### src/rtl/bus_width_bridge_pkg.sv
// Shared types and width helpers for the narrow-CPU to wide-peripheral bus bridge.
package bus_width_bridge_pkg;

   typedef enum logic [1:0] {
      IDLE   = 2'd0,
      WR_REQ = 2'd1,
      RD_REQ = 2'd2
   } bwb_state_e;

   function automatic int bwb_ratio(input int wide_w, input int narrow_w);
      return wide_w / narrow_w;
   endfunction

   // A one-entry index still needs a one-bit field.
   function automatic int bwb_idx_w(input int n);
      return (n > 1) ? $clog2(n) : 1;
   endfunction

endpackage

### src/rtl/bwb_word_buffer.sv
// Staging (write assembly) and snapshot (atomic read) wide words, split into
// NARROW_W slices with slice 0 at the most significant end.
module bwb_word_buffer #(
   parameter int NARROW_W = 16,
   parameter int RATIO    = 2,
   parameter int SUB_W    = 1
) (
   input  logic                      clk,
   input  logic                      reset,
   input  logic                      stage_we_i,
   input  logic [SUB_W-1:0]          stage_idx_i,
   input  logic [NARROW_W-1:0]       stage_data_i,
   output logic [NARROW_W*RATIO-1:0] stage_word_o,
   input  logic                      snap_we_i,
   input  logic [NARROW_W*RATIO-1:0] snap_data_i,
   input  logic [SUB_W-1:0]          rd_idx_i,
   output logic [NARROW_W-1:0]       rd_slice_o
);

   localparam int WIDE_W = NARROW_W * RATIO;

   logic [WIDE_W-1:0] stage_q, stage_d;
   logic [WIDE_W-1:0] snap_q, snap_d;

   // Next-state words; outputs expose the merged view so the top can register
   // a commit or a read-after-ack without an extra cycle.
   always_comb begin
      stage_d = stage_q;
      snap_d  = snap_q;
      if (stage_we_i) begin
         stage_d[WIDE_W-1-int'(stage_idx_i)*NARROW_W -: NARROW_W] = stage_data_i;
      end else begin
         stage_d = stage_q;
      end
      if (snap_we_i) begin
         snap_d = snap_data_i;
      end else begin
         snap_d = snap_q;
      end
      stage_word_o = stage_d;
      rd_slice_o   = snap_d[WIDE_W-1-int'(rd_idx_i)*NARROW_W -: NARROW_W];
   end

   // Word storage.
   always_ff @(posedge clk) begin
      if (reset) begin
         stage_q <= {WIDE_W{1'b0}};
         snap_q  <= {WIDE_W{1'b0}};
      end else begin
         stage_q <= stage_d;
         snap_q  <= snap_d;
      end
   end

endmodule

### src/rtl/bus_width_bridge.sv
// Narrow CPU port to wide peripheral register bridge with staged writes and
// snapshot reads. Optional ack timeout: define BUS_WIDTH_BRIDGE_TIMEOUT_EN.
module bus_width_bridge
   import bus_width_bridge_pkg::*;
#(
   parameter int NARROW_W   = 16,
   parameter int WIDE_W     = 32,
   parameter int NREGS      = 4,
   parameter int TMO_CYCLES = 255
) (
   input  logic                                                    clk,
   input  logic                                                    reset,
   input  logic [bwb_idx_w(NREGS)+bwb_idx_w(WIDE_W/NARROW_W)-1:0]  cpu_addr,
   input  logic                                                    cpu_wr,
   input  logic                                                    cpu_rd,
   input  logic [NARROW_W-1:0]                                     cpu_wdata,
   output logic [NARROW_W-1:0]                                     cpu_rdata,
   output logic                                                    cpu_rvalid,
   output logic                                                    cpu_busy,
   output logic                                                    cpu_err,
   output logic                                                    per_req,
   output logic                                                    per_we,
   output logic [bwb_idx_w(NREGS)-1:0]                             per_addr,
   output logic [WIDE_W-1:0]                                       per_wdata,
   input  logic                                                    per_ack,
   input  logic [WIDE_W-1:0]                                       per_rdata
);

   localparam int RATIO  = bwb_ratio(WIDE_W, NARROW_W);
   localparam int SUB_W  = bwb_idx_w(RATIO);
   localparam int REG_W  = bwb_idx_w(NREGS);
   localparam int ADDR_W = REG_W + SUB_W;
   localparam logic [SUB_W-1:0] LAST_SUB = SUB_W'(RATIO - 1);

   bwb_state_e          state_q, state_d;
   logic                per_req_q, per_req_d;
   logic                per_we_q, per_we_d;
   logic [REG_W-1:0]    per_addr_q, per_addr_d;
   logic [WIDE_W-1:0]   per_wdata_q, per_wdata_d;
   logic [NARROW_W-1:0] cpu_rdata_q, cpu_rdata_d;
   logic                cpu_rvalid_q, cpu_rvalid_d;
   logic                cpu_busy_q, cpu_busy_d;
   logic                cpu_err_q, cpu_err_d;

   logic [REG_W-1:0]    reg_sel_s;
   logic [SUB_W-1:0]    sub_sel_s;
   logic                stage_we_s;
   logic [WIDE_W-1:0]   stage_word_s;
   logic                snap_we_s;
   logic [WIDE_W-1:0]   snap_data_s;
   logic [SUB_W-1:0]    rd_idx_s;
   logic [NARROW_W-1:0] rd_slice_s;
   logic                tmo_hit_s;

   assign reg_sel_s = cpu_addr[ADDR_W-1:SUB_W];
   assign sub_sel_s = cpu_addr[SUB_W-1:0];

   bwb_word_buffer #(
      .NARROW_W (NARROW_W),
      .RATIO    (RATIO),
      .SUB_W    (SUB_W)
   ) u_buf (
      .clk          (clk),
      .reset        (reset),
      .stage_we_i   (stage_we_s),
      .stage_idx_i  (sub_sel_s),
      .stage_data_i (cpu_wdata),
      .stage_word_o (stage_word_s),
      .snap_we_i    (snap_we_s),
      .snap_data_i  (snap_data_s),
      .rd_idx_i     (rd_idx_s),
      .rd_slice_o   (rd_slice_s)
   );

`ifdef BUS_WIDTH_BRIDGE_TIMEOUT_EN
   localparam int TMO_W = $clog2(TMO_CYCLES + 1);
   logic [TMO_W-1:0] tmo_q, tmo_d;

   // Cycles spent waiting for ack; restarts whenever the bridge is idle.
   always_comb begin
      tmo_d = tmo_q;
      if (state_q == IDLE) begin
         tmo_d = {TMO_W{1'b0}};
      end else begin
         tmo_d = tmo_q + {{(TMO_W-1){1'b0}}, 1'b1};
      end
   end

   // Timeout counter register.
   always_ff @(posedge clk) begin
      if (reset) begin
         tmo_q <= {TMO_W{1'b0}};
      end else begin
         tmo_q <= tmo_d;
      end
   end

   assign tmo_hit_s = (tmo_q == TMO_W'(TMO_CYCLES - 1));
`else
   assign tmo_hit_s = 1'b0;
`endif

   // Next-state and output logic; ack wins over a same-cycle timeout.
   always_comb begin
      state_d      = state_q;
      per_req_d    = per_req_q;
      per_we_d     = per_we_q;
      per_addr_d   = per_addr_q;
      per_wdata_d  = per_wdata_q;
      cpu_rdata_d  = cpu_rdata_q;
      cpu_rvalid_d = 1'b0;
      cpu_busy_d   = cpu_busy_q;
      cpu_err_d    = cpu_err_q;
      stage_we_s   = 1'b0;
      snap_we_s    = 1'b0;
      snap_data_s  = per_rdata;
      rd_idx_s     = sub_sel_s;
      case (state_q)
         IDLE: begin
            if (cpu_wr) begin
               stage_we_s = 1'b1;
               if (sub_sel_s == LAST_SUB) begin
                  per_req_d   = 1'b1;
                  per_we_d    = 1'b1;
                  per_addr_d  = reg_sel_s;
                  per_wdata_d = stage_word_s;
                  cpu_busy_d  = 1'b1;
                  state_d     = WR_REQ;
               end else begin
                  state_d = IDLE;
               end
            end else if (cpu_rd) begin
               if (sub_sel_s == {SUB_W{1'b0}}) begin
                  per_req_d  = 1'b1;
                  per_we_d   = 1'b0;
                  per_addr_d = reg_sel_s;
                  cpu_busy_d = 1'b1;
                  state_d    = RD_REQ;
               end else begin
                  cpu_rdata_d  = rd_slice_s;
                  cpu_rvalid_d = 1'b1;
               end
            end else begin
               state_d = IDLE;
            end
         end
         WR_REQ, RD_REQ: begin
            if (per_ack || tmo_hit_s) begin
               per_req_d  = 1'b0;
               cpu_busy_d = 1'b0;
               state_d    = IDLE;
               if (!per_ack) begin
                  cpu_err_d   = 1'b1;
                  snap_data_s = {WIDE_W{1'b1}};
               end else begin
                  snap_data_s = per_rdata;
               end
               if (state_q == RD_REQ) begin
                  snap_we_s    = 1'b1;
                  rd_idx_s     = {SUB_W{1'b0}};
                  cpu_rdata_d  = rd_slice_s;
                  cpu_rvalid_d = 1'b1;
               end else begin
                  snap_we_s = 1'b0;
               end
            end else begin
               state_d = state_q;
            end
         end
         default: begin
            state_d    = IDLE;
            per_req_d  = 1'b0;
            cpu_busy_d = 1'b0;
         end
      endcase
   end

   // State and registered outputs.
   always_ff @(posedge clk) begin
      if (reset) begin
         state_q      <= IDLE;
         per_req_q    <= 1'b0;
         per_we_q     <= 1'b0;
         per_addr_q   <= {REG_W{1'b0}};
         per_wdata_q  <= {WIDE_W{1'b0}};
         cpu_rdata_q  <= {NARROW_W{1'b0}};
         cpu_rvalid_q <= 1'b0;
         cpu_busy_q   <= 1'b0;
         cpu_err_q    <= 1'b0;
      end else begin
         state_q      <= state_d;
         per_req_q    <= per_req_d;
         per_we_q     <= per_we_d;
         per_addr_q   <= per_addr_d;
         per_wdata_q  <= per_wdata_d;
         cpu_rdata_q  <= cpu_rdata_d;
         cpu_rvalid_q <= cpu_rvalid_d;
         cpu_busy_q   <= cpu_busy_d;
         cpu_err_q    <= cpu_err_d;
      end
   end

   assign per_req    = per_req_q;
   assign per_we     = per_we_q;
   assign per_addr   = per_addr_q;
   assign per_wdata  = per_wdata_q;
   assign cpu_rdata  = cpu_rdata_q;
   assign cpu_rvalid = cpu_rvalid_q;
   assign cpu_busy   = cpu_busy_q;
   assign cpu_err    = cpu_err_q;

endmodule

### config.mk
export PLATFORM = sky130hd
export DESIGN_NAME = bus_width_bridge
export DESIGN_NICKNAME = d
export VERILOG_FILES = /design/src/rtl/bus_width_bridge_pkg.sv /design/src/rtl/bwb_word_buffer.sv /design/src/rtl/bus_width_bridge.sv
export SDC_FILE = /design/constraint.sdc
export NUM_CORES = 1
export LEC_CHECK = 0
export ABC_AREA = 1
export BUFFER_PORTS_ARGS = -buffer_cell sky130_fd_sc_hd__buf_2
export CAP_MARGIN = 20
export CORE_ASPECT_RATIO = 0.75
export CORE_MARGIN = 2
export CORE_UTILIZATION = 35
export CTS_BUF_LIST = sky130_fd_sc_hd__clkbuf_8
export DETAILED_ROUTE_END_ITERATION = 7
export PLACE_DENSITY = 0.67
export SLEW_MARGIN = 20
export SYNTH_ARGS = -nofsm -noshare
export SYNTH_HDL_FRONTEND = slang
export SYNTH_HIERARCHICAL = 1
export SYNTH_SLANG_ARGS = --single-unit
export TNS_END_PERCENT = 100
### constraint.sdc
create_clock -name clk -period 1.89 [get_ports clk]
set_input_delay 0.0945 -clock clk [delete_from_list [all_inputs] [get_ports clk]]
set_output_delay 0.0945 -clock clk [all_outputs]
set_load 0.01 [all_outputs]
Word-level counts from Yosys, hierarchy flattened --
Index checks and enable logic that the tools add are counted.
Storage, ports and cells: output and inout port bits 55, bits in registers 119
Cells by class: equality and inequality tests 13, reduce and logical (&&, ||, !) cells 9, shift-type cells 3, add/sub/neg operators 3, multiplexer cells 40
Operators with widths (number):
- two-way mux 16 bit | 5
- two-way mux 32 bit | 2
- variable shift 16 x 33 -> 47 bit, first input constant | 1
- indexed part select 16 x 33 -> 47 bit | 1
- indexed part select 47 x 32 -> 16 bit | 1
- negation 32 -> 33 bit | 1
- bitwise mux 32 bit | 1
- one-hot mux 16 bit (2 select lines) | 1
- two-way mux 1 bit | 20
- two-way mux 2 bit | 8
- != test 2 bit, second input constant | 6
- subtractor 5 x 5 -> 6 bit, first input constant | 2
- != test 3 bit, second input constant | 3
- AND reduction 4 bit | 2
- AND reduction 6 bit | 1
- != test 4 bit, second input constant | 1
- one-hot mux 1 bit (2 select lines) | 2
- one-hot mux 2 bit (2 select lines) | 1
- nonzero test 2 bit | 2
- AND reduction 3 bit | 1
- == test 2 x 1 -> 1 bit, second input constant | 1
- == test 2 bit, second input constant | 1
- zero test 2 bit | 1
- != test 2 x 1 -> 1 bit, second input constant | 1
- 2 further kinds | 2

Longest topological paths before layout --
Gate-level depths: netlist (run 1).
word-level depth 10, depth in mapped cells 14, depth with buffers taken out 12

Hierarchy --
The synthesis (run 1) kept the hierarchy.
Modules (own cells, without submodules):
- bwb_word_buffer | cells each 543, times used 1, area an instance 3350.7 um2
- bus_width_bridge | cells each 319, times used 1, area an instance 2270.9 um2

Worst setup path before layout (run 1) --
OpenSTA, ideal clock, no wires.
path kind reg-to-reg, from reg state_q[1], to reg cpu_rdata_q[14] (netlist: cpu_rdata[14]), stages on the path, launching flop included 15, slack 48 ps, period minus slack after synthesis 1842 ps, data arrival time 1778 ps, setup time 64 ps, data required time 1826 ps, cell sequence dfxtp_1 inv_1 ha_1 nand2_1 o21ai_0 inv_1 buf_6 inv_1 buf_4 nand3_1 nand2_1 inv_1 nand3_1 nand2_1 nor2_1
On the way: cells in the longest elaborated chain, start to end 10, elaborated cells between the ends (all ways) 26, those cells by class 1 x add/sub; 7 x eq/ne; 1 x shift; 13 x mux; 4 x reduce/logical
RTL lines:
- start, declared | line bus_width_bridge.sv:35 | bwb_state_e state_q, state_d;
- start signal, assigned | line bus_width_bridge.sv:191 | state_q <= state_d;
- == test 2 bit | line bus_width_bridge.sv:118, bus_width_bridge.sv:158
- two-way mux 1 bit | line bus_width_bridge.sv:158 | if (state_q == RD_REQ) begin
- two-way mux 1 bit | line bus_width_bridge.sv:148 | if (per_ack || tmo_hit_s) begin
- two-way mux 1 bit (*) | line bus_width_bridge.sv:118 | case (state_q)
- named net rd_idx_s | line bus_width_bridge.sv:51 | logic [SUB_W-1:0] rd_idx_s;
- subtractor 5 x 5 -> 6 bit (*) | line bwb_word_buffer.sv:41 | rd_slice_o = snap_d[WIDE_W-1-int'(rd_idx_i)*NARROW_W -: NARROW_W];
- indexed part select 47 x 32 -> 16 bit (*) | line bwb_word_buffer.sv:41
- two-way mux 16 bit | line bus_width_bridge.sv:133 | if (sub_sel_s == {SUB_W{1'b0}}) begin
- two-way mux 16 bit | line bus_width_bridge.sv:132 | end else if (cpu_rd) begin
- two-way mux 16 bit | line bus_width_bridge.sv:120 | if (cpu_wr) begin
- one-hot mux 16 bit (2 select lines) (*) | line bus_width_bridge.sv:118
- named net cpu_rdata_d[14] | line bus_width_bridge.sv:40 | logic [NARROW_W-1:0] cpu_rdata_q, cpu_rdata_d;
- end signal, assigned | line bus_width_bridge.sv:186 | cpu_rdata_q <= {NARROW_W{1'b0}};
- end signal, assigned | line bus_width_bridge.sv:196 | cpu_rdata_q <= cpu_rdata_d;
- end, declared | line bus_width_bridge.sv:40
Mark *: on every way through the listed nets, which the timed path passes. The rest lies on a longest branch. The select of a mux whose other input is x is not followed. A chain may end at the register's enable or synchronous reset.

Final worst setup path (run 1) --
from reg state_q[0], to reg cpu_rdata_q[7] (netlist: cpu_rdata[7])
The elaborated chain is that of the path after synthesis.

==> results of run 1 <==
-- power groups by stage --
stage | combinational (W) | clock, W | sequential (W)
finish | 0.00137 | 0.00252 | 0.00279
global route | 0.00156 | 0.00269 | 0.00281
CTS | 0.00135 | 0.00258 | 0.00279
detailed placement | 0.00128 | 0 | 0.00285
global placement | 0.00127 | 0 | 0.00284
floorplan | 0.000848 | 0 | 0.00287
-- what timing repair did --
item                                    4_1_cts  5_1_grt
endpoints found under the setup margin        1       35
buffers inserted                              0        1
endpoints found under the hold margin        37        0
cloned                                        0        1
gates resized for setup                       1        8
pin swaps                                     0        2
hold buffers                                 37        0
-- through the flow --
step           total power, W  instance area (um2)
3_3_place_gp         0.004111                 6392
5_1_grt              0.007051                 7256
4_1_cts              0.006710                 7198
6_report             0.006675                 7256
2_1_floorplan        0.003722                 5622
3_5_place_dp         0.004128                 6392
-- kinds of logic (layout without fill, tap and decap cells) --
logic type	after synthesis	in the layout	synth area share [%]
flops	119	119	42.38
compound gates	40	40	3.561
other cells	1	1	0.06671
buf+inv	220	373	16.72
fa+ha+maj	5	5	1.113
simple gates	477	477	36.17
-- worst max-delay path: stages (launching register included) --
cell and delay, ps:
dfxtp_2 340, inv_2 70, ha_4 270, nand2_2 70, o21ai_2 130, inv_1 60
inv_2 100, buf_12 140, nand3_1 80, nand2_1 70, inv_1 30, nand3_1 70
nand2_1 80, nor2_1 120
-- registers in the layout, summed over array words and instances (netlist names) --
name           count
per_wdata         32
u_buf/snap_q      32
u_buf/stage_q     32
cpu_rdata         16
per_addr           2
state_q            2
cpu_busy           1
cpu_rvalid         1
per_we             1
-- layout make-up --
type / instances / area, um2 / share of cell area (%)
sequential: 119 / 2384 / 32.85
multi-input combinational: 523 / 2323 / 32.02
tap: 210 / 262.8 / 3.621
timing repair buffer: 165 / 1179 / 16.24
clock inverter: 8 / 118.9 / 1.638
inverter: 177 / 671.9 / 9.260
clock buffer: 23 / 316.6 / 4.363
-- how the worst max path moves through the flow --
stage | from | endpoint | slack [ps] | cells after the start
6_report | state_q[0] | cpu_rdata[7] | 190 | 13
5_1_grt | state_q[0] | cpu_rdata[4] | 8 | 13
4_1_cts | state_q[0] | cpu_rdata[9] | 10 | 13
3_5_place_dp | state_q[0] | cpu_rdata[9] | 0.3 | 13
3_3_place_gp | state_q[0] | cpu_rdata[9] | 70 | 13
2_1_floorplan | state_q[1] | cpu_rdata[14] | 50 | 14
-- layout by cell type, fill, tap and decap left out, drive strengths merged --
cell type    Yosys  routed
a21oi           36      36
buf             33     127
bufinv           0       3
clkbuf          10      24
clkinv           0       2
clkinvlp         0       2
conb             1       1
dfxtp          119     119
dlygate4sd3      0      37
ha               5       5
inv            177     178
nand2          282     282
nand3           85      85
nor2           109     109
o21ai            4       4
or2              1       1
-- metal layers --
metal | GRT usage [%] | share of wire (%) | vias up
met3 | 6.600 | 8.9 | 15
met5 | 0 | 0 | -
li1 | - | - | 2811
met4 | 6.038 | 1.1 | 0
met2 | 24.12 | 40 | 137
met1 | 25.09 | 50 | 2288
==> out/metrics.cfg, run 1 <==
[die]
dieArea_mm2=0.01710
num_rows=40
core_mm2=0.01587
io_pins=111
die_w_um=150.3
start_util_pct=35.43
die-height_um=113.8

[route]
drc_errors=0
detail-route-antenna-nets=0
vias=5251
drt-total-wl_mm=14.51
drt-initial-drc-count=399
vias_per_cell=4.287
dr.pass1.iters=5
wire_per_inst_um=11.84

[setup_path]
reg2regPathDepth=13
regToRegEndpoint=cpu_rdata[7]
cp-start-kind=flop
worstPathArrival_ps=2080
reg2reg_from=state_q[0]
endpoint_kind=flop
crit_fanout=8
cp_data_required_time_ps=2270
r2r_slack_ps=190
critical_path_class=flop to flop

[worst_hold_path]
hp-start=cpu_wdata[2]
min_path_cells=5
whs_endpoint=u_buf/stage_q[18]
hold_path.class=input port to flop

[synthesis]
synth_seq_area_share_pct=42.38
synth_seq_cells=119
synthArstFlopShare_pct=0
synth.most_common_cell=nand2_1
synth_top_area_share_pct=42.38
synth_common_cells=nand2_1 (258), inv_1 (172), dfxtp_1 (119)
syn_nets=923
synth-edff-count=0
yosys_warnings=6
synth_ff_type=dfxtp_1
syn_area_mm2=0.005622
synth_top_cell_by_area=dfxtp_1
synthCells=862
synth_cell_types=24
syn_avg_cell_area_um2=6.522
yosys-top-cells-area=dfxtp_1 (42%), nand2_1 (17%), inv_1 (11%)

[finish]
fin_nets=1064
fillers=1605
drive_above_1_share_pct=20.59
instances_no_fill=1225
diodes=0
utilization_pct=45.73
syn_to_final_growth_pct=29.07

[clock_network]
cts_inserted_buffers=17
htree_levels=4
clk_pin_slew_ps=70
cts_root_buffer=clkbuf_8
clkLatencyLatePin_ps=450
clock-sinks=119
clk_path_buf_depth=2
tritoncts=done

[placement]
dp.cells=1155
place_hpwl_mm=9.734
place_congestion=0.8458
pre_cts_slack_ps=0.2899
port_buffers=109

[sta]
max_freq_mhz=589.0
fin_setup_tns_ps=0
fin_hold_ws_ps=27.48
fin_skew_ps=7.798
drv_slew=0
setup_viol=0
rsz0062_at_grt=no
worstMarginPinSlew_ps=748.9
fin_crit_ps=1698
relSlewSlack_pct=50.02
finalCritPeriodShare_pct=89.83
hold_viol=0
fin_ws_ps=192.2

[power]
clockPowerShare_pct=37.7
powerDensity_mw_per_mm2=919.9
seq_power_share_pct=41.8
sw_frac_of_total_pct=28.88
peakVddDrop_v=0.0003048
p_int_w=0.004747
p_sw_w=0.001928
power_leakage_nw=3.874
comb_power_share_pct=20.5

[global_route]
grt_overflow=0
antenna_found_initial=0
track_usage_pct=17.59
grt_max_degree=66
grt_pass1_wl_mm=23.46
grt_pass1_vias=4861

[run]
drv_cap=0

[run_status]
status=finished, final reports clean

Power figures use the tool's default switching activity.
==> run 2: changes to the inputs <==
Settings changed: CORE_UTILIZATION 35 to 52, PLACE_DENSITY 0.67 to 0.81.
==> out/metrics.cfg, run 2 (same netlist as run 1, synthesis figures left out) <==
[setup_path]
crit_fanout=16  ; +8
reg2regPathDepth=13  ; unchanged
critical_path_class=flop to flop
cp_data_required_time_ps=2260  ; about the same
endpoint_kind=flop
worstPathArrival_ps=2130  ; +50 ps
crit_end=cpu_rdata[3]
reg2reg_from=state_q[0]
crit_start=state_q[0]
regToRegEndpoint=cpu_rdata[3]
cp-start-kind=flop
r2r_slack_ps=130  ; -70 ps

[sta]
fin_skew_ps=7.658  ; -0.1399 ps
fin_crit_ps=1764  ; +65.74 ps
worstMarginPinSlew_ps=574.6  ; -174.3 ps
fin_setup_tns_ps=0  ; unchanged
finalCritPeriodShare_pct=93.31  ; +3.5 points
rsz0062_at_grt=no
max_freq_mhz=567.0  ; -3.7%
setup_viol=0  ; unchanged
relSlewSlack_pct=61.65  ; +12 points
hold_viol=0  ; unchanged
fin_ws_ps=126.5  ; -65.74 ps
drv_slew=0  ; unchanged

[finish]
final_area_mm2=0.006923  ; -4.6%
fin_nets=1047  ; -1.6%
syn_to_final_growth_pct=23.15
layout_commonest_cell=nand2_1
fillers=922  ; -43%
layout_common_cells=nand2_1 (258), inv_1 (172), dfxtp_1 (118)
drive_above_1_share_pct=19.84  ; -0.75 points
diodes=0  ; unchanged

[clock_network]
clkLatencyLatePin_ps=430  ; -20 ps
cts_inserted_buffers=17  ; unchanged
clk_pin_slew_ps=70  ; about the same
clk_path_buf_depth=2  ; unchanged
htree_levels=4  ; unchanged
tritoncts=done
cts_root_buffer=clkbuf_8
clock-sinks=119  ; unchanged

[die]
start_util_pct=54.00  ; +19 points
dieArea_mm2=0.01167  ; -32%
die-height_um=94.05  ; -17%
die_w_um=124.1  ; -17%
num_rows=32  ; -20%
core_mm2=0.01041  ; -34%
io_pins=111  ; unchanged

[placement]
port_buffers=109  ; unchanged
pre_cts_slack_ps=38.54  ; +38.25 ps
place_congestion=0.9086  ; +7.4%
place_hpwl_mm=9.082  ; -6.7%
dpl_cell_area_mm2=0.006232  ; -2.5%

[route]
vias_per_cell=4.719  ; +10%
dr.pass1.iters=5  ; unchanged
vias=5351  ; +1.9%
drt-initial-drc-count=486  ; +22%
drc_errors=0  ; unchanged
wire_per_inst_um=12.08  ; +2.0%
detail-route-antenna-nets=0  ; unchanged
drt-total-wl_mm=13.70  ; -5.5%

[run_status]
status=finished, final reports clean

[run]
drv_cap=0  ; unchanged

[power]
peakVddDrop_v=0.0005544  ; +82%
power_leakage_nw=3.770  ; -2.7%
powerDensity_mw_per_mm2=936.0  ; +1.7%

[global_route]
track_usage_pct=24.30  ; +6.7 points
antenna_found_initial=0  ; unchanged
grt_overflow=0  ; unchanged
grt_pass1_wl_mm=21.89  ; -6.7%
grt_pass1_vias=4670  ; -3.9%
grt_max_degree=94  ; +42%

[worst_hold_path]
hold_path.class=input port to flop

[run 2: worst min-delay path by stage]
stage,cells after the start,from,slack (ps),endpoint
after floorplan,2,cpu_addr[1],240,per_addr[0]
after global placement,3,cpu_addr[1],340,per_addr[0]
after detailed placement,3,cpu_addr[1],340,per_addr[0]
after CTS,5,cpu_wdata[5],0.001,u_buf/stage_q[21]
after global routing,5,per_rdata[2],40,u_buf/snap_q[2]
final,5,cpu_wdata[5],20,u_buf/stage_q[21]
[run 2: power breakdown]
group / switching (W) / internal, W
combinational: 0.000819 / 0.000485
clock: 0.000967 / 0.00142
sequential: 0.0000791 / 0.00271
total: 0.00187 / 0.00461
[run 2: per-stage QoR]
| step | power [W] | utilization (%) | instances | hold slack (ps) |
|---|---|---|---|---|
| 2_1_floorplan | 0.003722 | - | 862 | 242.8 |
| 3_3_place_gp | 0.004044 | 59.87 | 1077 | 338.0 |
| 3_5_place_dp | 0.004065 | 59.87 | 1077 | 339.1 |
| 4_1_cts | 0.006488 | 66.37 | 1134 | 0.0009714 |
| 5_1_grt | 0.006815 | 66.50 | 1134 | 40.37 |
| 6_report | 0.006480 | 66.50 | 1134 | 17.33 |
[run 2: critical path: stages, from the launching register on]
cell and delay [ps]:
dfxtp_2 350, inv_2 70, ha_4 270, nand2_1 90, o21ai_1 130, inv_1 60, inv_1 90, buf_12 150
nand3_1 120, nand2_1 110, inv_1 40, nand3_1 70, nand2_1 50, nor2_1 90
[run 2: area by class of cell]
class                           instances  area [um2]  area share (%)
Sequential cell                       119        2384           34.43
Multi-Input combinational cell        523        2312           33.40
Timing Repair Buffer                  148       968.4           13.99
Inverter                              177       671.9           9.705
Clock buffer                           21       289.0           4.175
Tap cell                              136       170.2           2.458
Clock inverter                         10       127.6           1.843
[run 2: routing by layer]
| layer | global-route usage, % | routed length (um) | vias to the layer above |
|---|---|---|---|
| li1 | - | - | 2774 |
| met1 | 35.88 | 6824 | 2330 |
| met2 | 33.79 | 5524 | 217 |
| met3 | 5.765 | 1068 | 30 |
| met4 | 9.457 | 285 | 0 |
| met5 | 0 | 0 | - |
[run 2: what timing repair did]
action | in CTS | in global routing
setup endpoints to repair | 0 | 33
buffers inserted | 0 | 0
hold buffers | 26 | 0
hold endpoints to repair | 28 | 0
gates resized for setup | 0 | 5
